### src/rtl/pattern_scan_ctrl.sv
// -----------------------------------------------------------------------------
// pattern_scan_ctrl
//
// Two-requester serial pattern scanner. When IDLE, the block grants one
// requester round-robin and latches its 16-bit word. It then shifts the word
// MSB first through a serial detector for the pattern 1-0-0-1-0, one bit per
// cycle. Overlapping matches are counted, and the count saturates at 15.
// When the scan ends, a one-cycle result pulse is issued.
//
// Timing: accept at cycle T, res_valid at T+17, next accept no earlier than
// T+18.
//
// Optional feature (macro PSCAN_LAST_POS_EN): adds the output last_pos. This
// is the bit index (0 = MSB) that completed the last match in the word. It is
// 0 when there was no match.
//
// Ports
//   clk         rising-edge clock
//   rst         synchronous, active-high reset
//   req0_valid  requester 0 has a word to scan
//   req0_data   requester 0 word (16 bits)
//   req0_ready  requester 0 word accepted this cycle
//   req1_*      same as requester 0
//   res_valid   one-cycle result pulse
//   res_id      requester index of the result (held until next result)
//   res_count   number of pattern matches (held until next result)
//   busy        high while scanning or presenting a result
//   last_pos    (PSCAN_LAST_POS_EN only) index that completed the last match
// -----------------------------------------------------------------------------
module pattern_scan_ctrl #(
   parameter int DATA_W = 16
) (
   input  logic              clk,
   input  logic              rst,
   input  logic              req0_valid,
   input  logic [DATA_W-1:0] req0_data,
   output logic              req0_ready,
   input  logic              req1_valid,
   input  logic [DATA_W-1:0] req1_data,
   output logic              req1_ready,
   output logic              res_valid,
   output logic              res_id,
   output logic [3:0]        res_count,
   output logic              busy
`ifdef PSCAN_LAST_POS_EN
   ,
   output logic [3:0]        last_pos
`endif
);

   typedef enum logic [1:0] {
      S_IDLE   = 2'd0,
      S_SHIFT  = 2'd1,
      S_RESULT = 2'd2
   } state_t;

   // Detector state names the longest prefix of 1-0-0-1-0 seen so far.
   typedef enum logic [2:0] {
      D0 = 3'd0,
      D1 = 3'd1,
      D2 = 3'd2,
      D3 = 3'd3,
      D4 = 3'd4
   } det_t;

   localparam logic [3:0] LAST_IDX = 4'd15;

   // Saturating increment of the 4-bit match counter.
   function automatic logic [3:0] sat_inc(input logic [3:0] v);
      sat_inc = (v == 4'hF) ? v : v + 4'd1;
   endfunction

   // Next detector state for one serial bit.
   function automatic det_t det_next(input det_t s, input logic b);
      unique case (s)
         D0:      det_next = b ? D1 : D0;
         D1:      det_next = b ? D1 : D2;
         D2:      det_next = b ? D1 : D3;
         D3:      det_next = b ? D4 : D0;
         D4:      det_next = b ? D1 : D2;
         default: det_next = D0;
      endcase
   endfunction

   // Only a 0 arriving in D4 completes a match. After the match, the
   // trailing "1-0" is reused as the prefix for an overlapping match (D2).
   function automatic logic det_hit(input det_t s, input logic b);
      det_hit = (s == D4) && !b;
   endfunction

   state_t            state_q, state_d;
   det_t              det_q;
   logic [DATA_W-1:0] word_q;
   logic [3:0]        idx_q;
   logic [3:0]        cnt_q;
   logic              last_grant_q;
   logic              cur_id_q;
   logic              res_id_q;
   logic [3:0]        res_count_q;

   logic              grant0, grant1;
   logic              cur_bit;
   logic              hit;
   logic [3:0]        cnt_nxt;
   logic              scan_done;

   // Round-robin grant. It is only possible in IDLE, and is suppressed
   // during reset so that ready stays low.
   always_comb begin
      grant0 = 1'b0;
      grant1 = 1'b0;
      if (state_q == S_IDLE && !rst) begin
         if (req0_valid && req1_valid) begin
            if (last_grant_q) grant0 = 1'b1;
            else              grant1 = 1'b1;
         end else if (req0_valid) begin
            grant0 = 1'b1;
         end else if (req1_valid) begin
            grant1 = 1'b1;
         end
      end
   end

   // The latched word is shifted left every SHIFT cycle, so the bit under
   // scan is always the MSB.
   assign cur_bit   = word_q[DATA_W-1];
   assign hit       = (state_q == S_SHIFT) && det_hit(det_q, cur_bit);
   assign cnt_nxt   = hit ? sat_inc(cnt_q) : cnt_q;
   assign scan_done = (state_q == S_SHIFT) && (idx_q == LAST_IDX);

   always_comb begin
      state_d = state_q;
      unique case (state_q)
         S_IDLE:   if (grant0 || grant1) state_d = S_SHIFT;
         S_SHIFT:  if (idx_q == LAST_IDX) state_d = S_RESULT;
         S_RESULT: state_d = S_IDLE;
         default:  state_d = S_IDLE;
      endcase
   end

   always_ff @(posedge clk) begin
      if (rst) begin
         state_q      <= S_IDLE;
         det_q        <= D0;
         idx_q        <= 4'd0;
         cnt_q        <= 4'd0;
         last_grant_q <= 1'b1;
         cur_id_q     <= 1'b0;
         res_id_q     <= 1'b0;
         res_count_q  <= 4'd0;
      end else begin
         state_q <= state_d;
         // Accept: start each word from a clean detector and counter.
         if (grant0 || grant1) begin
            det_q        <= D0;
            idx_q        <= 4'd0;
            cnt_q        <= 4'd0;
            cur_id_q     <= grant1;
            last_grant_q <= grant1;
         end else if (state_q == S_SHIFT) begin
            det_q <= det_next(det_q, cur_bit);
            idx_q <= idx_q + 4'd1;
            cnt_q <= cnt_nxt;
         end
         // Publish the result, including a match on the final bit.
         if (scan_done) begin
            res_id_q    <= cur_id_q;
            res_count_q <= cnt_nxt;
         end
      end
   end

   // Word register carries data only and needs no reset.
   always_ff @(posedge clk) begin
      if (grant0)
         word_q <= req0_data;
      else if (grant1)
         word_q <= req1_data;
      else if (state_q == S_SHIFT)
         word_q <= {word_q[DATA_W-2:0], 1'b0};
   end

`ifdef PSCAN_LAST_POS_EN
   logic [3:0] lp_scan_q;
   logic [3:0] last_pos_q;

   // lp_scan_q tracks the most recent completing index within the word.
   // It starts at 0, so a word with no match reports 0.
   always_ff @(posedge clk) begin
      if (rst) begin
         lp_scan_q  <= 4'd0;
         last_pos_q <= 4'd0;
      end else begin
         if (grant0 || grant1)
            lp_scan_q <= 4'd0;
         else if (hit)
            lp_scan_q <= idx_q;
         if (scan_done)
            last_pos_q <= hit ? idx_q : lp_scan_q;
      end
   end

   assign last_pos = last_pos_q;
`endif

   assign req0_ready = grant0;
   assign req1_ready = grant1;
   assign res_valid  = (state_q == S_RESULT);
   assign res_id     = res_id_q;
   assign res_count  = res_count_q;
   assign busy       = (state_q != S_IDLE);

endmodule
### config.mk
export PLATFORM = sky130hd
export DESIGN_NAME = pattern_scan_ctrl
export DESIGN_NICKNAME = d
export VERILOG_FILES = /design/src/rtl/pattern_scan_ctrl.sv
export SDC_FILE = /design/constraint.sdc
export NUM_CORES = 1
export LEC_CHECK = 0
export ABC_AREA = 1
export CAP_MARGIN = 20
export CORE_MARGIN = 2
export CORE_UTILIZATION = 53
export CTS_CLUSTER_SIZE = 24
export DETAILED_ROUTE_END_ITERATION = 8
export PLACE_DENSITY = 0.84
export SLEW_MARGIN = 0
export SYNTH_ARGS = -nofsm -noshare
export SYNTH_HDL_FRONTEND = slang
export SYNTH_SLANG_ARGS = --single-unit
### constraint.sdc
create_clock -name clk -period 3.76 [get_ports clk]
set_input_delay 0.564 -clock clk [delete_from_list [all_inputs] [get_ports clk]]
set_output_delay 0.564 -clock clk [all_outputs]
set_load 0.02 [all_outputs]
==> metrics.txt <==
# TYPE chip_impl_metric gauge
chip_impl_info{name="run_status",value="finished, final reports clean"} 1
chip_impl_metric{name="grt_pass1_vias",unit=""} 1600
chip_impl_metric{name="power.total",unit="W"} 0.000987
chip_impl_metric{name="postCtsResizedCells",unit=""} 0
chip_impl_metric{name="initial_antenna_violation_count",unit=""} 0
chip_impl_info{name="timing.hold.worst.class",value="reg2reg"} 1
chip_impl_metric{name="post_cts_setup_repair_buffer_count",unit=""} 0
chip_impl_metric{name="max_freq",unit="MHz"} 339
chip_impl_metric{name="yosys_warnings",unit=""} 0
chip_impl_info{name="critPathKind",value="in2out"} 1
chip_impl_metric{name="postSynthAreaPerCell",unit="µm²"} 7.57
chip_impl_info{name="synth_top_family_by_area",value="simple AND/OR/NAND/NOR gates"} 1
chip_impl_metric{name="yosys.area_share.xor_xnor",unit="%"} 1.39
chip_impl_metric{name="n_fill_cell",unit=""} 282
chip_impl_metric{name="ant_nets",unit=""} 0
chip_impl_info{name="cts-root-buf",value="clkbuf_4"} 1
chip_impl_metric{name="synth_top_area_share",unit="%"} 25.4
chip_impl_metric{name="synth_sequential_area_ratio",unit="%"} 46.6
chip_impl_metric{name="vias",unit=""} 1670
chip_impl_metric{name="place_worst_setup_slack",unit="ps"} 805
chip_impl_metric{name="antennaDiodeCount",unit=""} 0
chip_impl_metric{name="setup-violations-final",unit=""} 0
chip_impl_metric{name="totalWireLength",unit="mm"} 3.76
chip_impl_info{name="critical_path.endpoint_type",value="output port"} 1
chip_impl_metric{name="cts.sink_count",unit=""} 36
chip_impl_metric{name="grt_max_degree",unit=""} 35
chip_impl_metric{name="gp_congestion",unit=""} 0.813
chip_impl_metric{name="post-route-worst-setup-slack",unit="ps"} 809
chip_impl_metric{name="compound_gate_portion_of_the_synthesized_area",unit="%"} 10.3
chip_impl_metric{name="nNetsFinal",unit=""} 333
chip_impl_metric{name="dieWidth",unit="µm"} 63.7
chip_impl_metric{name="post-route-min-period",unit="ps"} 2950
chip_impl_metric{name="total_global_routing_overflow",unit=""} 0
chip_impl_metric{name="synth_simple_gate_area_share",unit="%"} 28.9
chip_impl_metric{name="port-buffer-count",unit=""} 44
chip_impl_metric{name="floorplan.die.height",unit="µm"} 63.7
chip_impl_info{name="tritoncts",value="built"} 1
chip_impl_metric{name="number_of_vias_per_cell_after_detailed_routing",unit=""} 4.88
chip_impl_metric{name="synth.area.mux_share",unit="%"} 0
chip_impl_metric{name="critPathRequiredTime",unit="ps"} 3200
chip_impl_metric{name="grt.total_usage",unit="%"} 19.7
chip_impl_metric{name="worstPathArrival",unit="ps"} 2390
chip_impl_info{name="netlist_top_cells_area",value="edfxtp_1 25%, dfxtp_1 21%, nand2_1 15%"} 1
chip_impl_metric{name="max-slew-margin-rel",unit="%"} 55.8
chip_impl_metric{name="worst_slew_pin_slew",unit="ps"} 661
chip_impl_metric{name="drt-pass1-iter-count",unit=""} 4
chip_impl_info{name="rsz0062_at_grt",value="false"} 1
chip_impl_metric{name="multi_input_area",unit="µm²"} 793
chip_impl_metric{name="worst_clock_skew",unit="ps"} 9.68
chip_impl_metric{name="post_synth_inst_count",unit=""} 250
chip_impl_info{name="synth_ff_type",value="dfxtp_1"} 1
chip_impl_metric{name="layout.area.seq",unit="µm²"} 881
chip_impl_metric{name="cts.htree.levels",unit=""} 2
chip_impl_metric{name="finalCoreUtilization",unit="%"} 71.3
chip_impl_metric{name="fin_crit_sh",unit="%"} 78.5
chip_impl_info{name="yosys-top-cells-count",value="75 x nand2_1, 38 x inv_1, 21 x o21ai_0"} 1
chip_impl_metric{name="path_max_fanout",unit=""} 34
chip_impl_metric{name="detail_route.wl_per_cell",unit="µm"} 11.0
chip_impl_metric{name="ys_ff_latch",unit=""} 36
chip_impl_metric{name="drive_above_1_share",unit="%"} 7.09
chip_impl_metric{name="core.rowCount",unit=""} 21
chip_impl_metric{name="synth_edf_count",unit=""} 16
chip_impl_metric{name="whs",unit="ps"} 489
chip_impl_metric{name="drt_drc_violations_left",unit=""} 0
chip_impl_metric{name="cts_max_path_buffers",unit=""} 2
chip_impl_metric{name="dp_hpwl",unit="mm"} 2.75
chip_impl_metric{name="insertion_delay",unit="ps"} 330
chip_impl_metric{name="timing.max_cap.violations",unit=""} 0
chip_impl_metric{name="synthAdderAreaFrac",unit="%"} 1.32
chip_impl_metric{name="floorplan.die_area",unit="mm²"} 0.00406
chip_impl_metric{name="synth_area",unit="mm²"} 0.00189
chip_impl_metric{name="tritoncts.num_buffers",unit=""} 5
chip_impl_metric{name="maxSlewViolCount",unit=""} 0
chip_impl_info{name="synth.most_common_cell",value="nand2_1"} 1
chip_impl_metric{name="core-area",unit="mm²"} 0.00339
chip_impl_metric{name="hold_viol",unit=""} 0
chip_impl_metric{name="power_leakage",unit="nW"} 1.11
chip_impl_metric{name="initial_utilization",unit="%"} 55.8
chip_impl_metric{name="hold_bufs_inserted_after_cts",unit=""} 0
chip_impl_metric{name="synth_async_sr_flop_share",unit="%"} 0
chip_impl_info{name="top_cell_type_by_total_area_after_synthesis",value="edfxtp_1"} 1
chip_impl_metric{name="layout-area-overhead-vs-synth",unit="%"} 27.7
chip_impl_metric{name="synth_nets",unit=""} 288
chip_impl_metric{name="totalNegativeSetupSlack",unit="ps"} 0
chip_impl_metric{name="vdd_ir_drop_max",unit="V"} 0.000327
chip_impl_metric{name="post_synth_num_cell_types",unit=""} 24
chip_impl_metric{name="power-per-cell-area",unit="mW/mm²"} 409
chip_impl_metric{name="top_level_ports",unit=""} 45
chip_impl_info{name="critical_path_source_type",value="input pin"} 1
chip_impl_metric{name="cts.reportedPaths.clkPinSlew",unit="ps"} 110
chip_impl_metric{name="first_iter_violations",unit=""} 101
chip_impl_metric{name="first_pass_grt_wire_length",unit="mm"} 6.35
-- layer usage --
| layer | global-route usage (%) | part of all wire, % | vias to the layer above |
|---|---|---|---|
| met4 | 9.24 | 1.6 | 0 |
| met5 | 0 | 0 | - |
| met1 | 24.1 | 48 | 746 |
| met3 | 4.23 | 4.2 | 6 |
| li1 | - | - | 881 |
| met2 | 33.2 | 46 | 37 |
-- cells by family (layout without fill, tap and decap cells) --
family / count (synthesis) / after routing
fa+ha+maj: 2 / 2
simple gates: 121 / 121
compound gates: 39 / 39
xor+xnor: 3 / 3
flops: 36 / 36
buf+inv: 49 / 95
-- worst max-delay path: stages --
cell and delay (ps):
clkdlybuf4s50_1 550, nor2_4 230, nand3b_4 110, inv_4 260, clkdlybuf4s50_1 670
-- sequential cells by signal, summed over array words and instances, names as in the netlist --
register	count
res_id	1
det_q	3
cur_id_q	1
cnt_q	4
word_q	16
state_q	2
last_grant_q	1
res_count	4
idx_q	4
-- power by group --
group	internal (W)	switching [W]
combinational	0.0000934	0.000123
clock	0.000139	0.000133
sequential	0.000481	0.0000179
-- cell usage in the layout, fill, tap and decap left out, types with 2 or more instances in the layout --
cell type,synthesis,routed
nand2_1,75,75
clkdlybuf4s50_1,0,44
inv_1,38,38
o21ai_0,21,21
nor2_1,20,20
dfxtp_1,20,20
o21ai_1,16,16
edfxtp_1,16,16
nand3_1,12,12
clkbuf_4,0,5
inv_2,4,4
nor2_4,4,4
nand4_1,4,4
nand2_4,2,2
a21oi_1,2,2
xor2_1,2,2
ha_1,2,2
-- metrics by stage --
stage / std cells / area (µm²)
after floorplan: 250 / 1890
after global placement: 334 / 2340
after detailed placement: 334 / 2340
after CTS: 342 / 2420
after global routing: 342 / 2420
final: 342 / 2420
-- worst paths after layout --
path                            startpoint    endpoint  slack, ps  cells after the start
worst min register to register    cur_id_q    cur_id_q        490                      2
worst max register to register  state_q[0]  word_q[15]       1790                      7
worst max-delay path                   rst  req0_ready        810                      5
worst min-delay path              cur_id_q    cur_id_q        490                      2
-- final cells by class --
type                            count  share of cell area (%)
Sequential cell                    36                    36.5
Multi-Input combinational cell    165                    32.8
Timing Repair Buffer               44                    18.2
Inverter                           43                    6.78
Tap cell                           46                    2.38
Clock inverter                      3                    1.76
Clock buffer                        5                    1.55
Note: power is estimated with default switching activity, not from simulation.
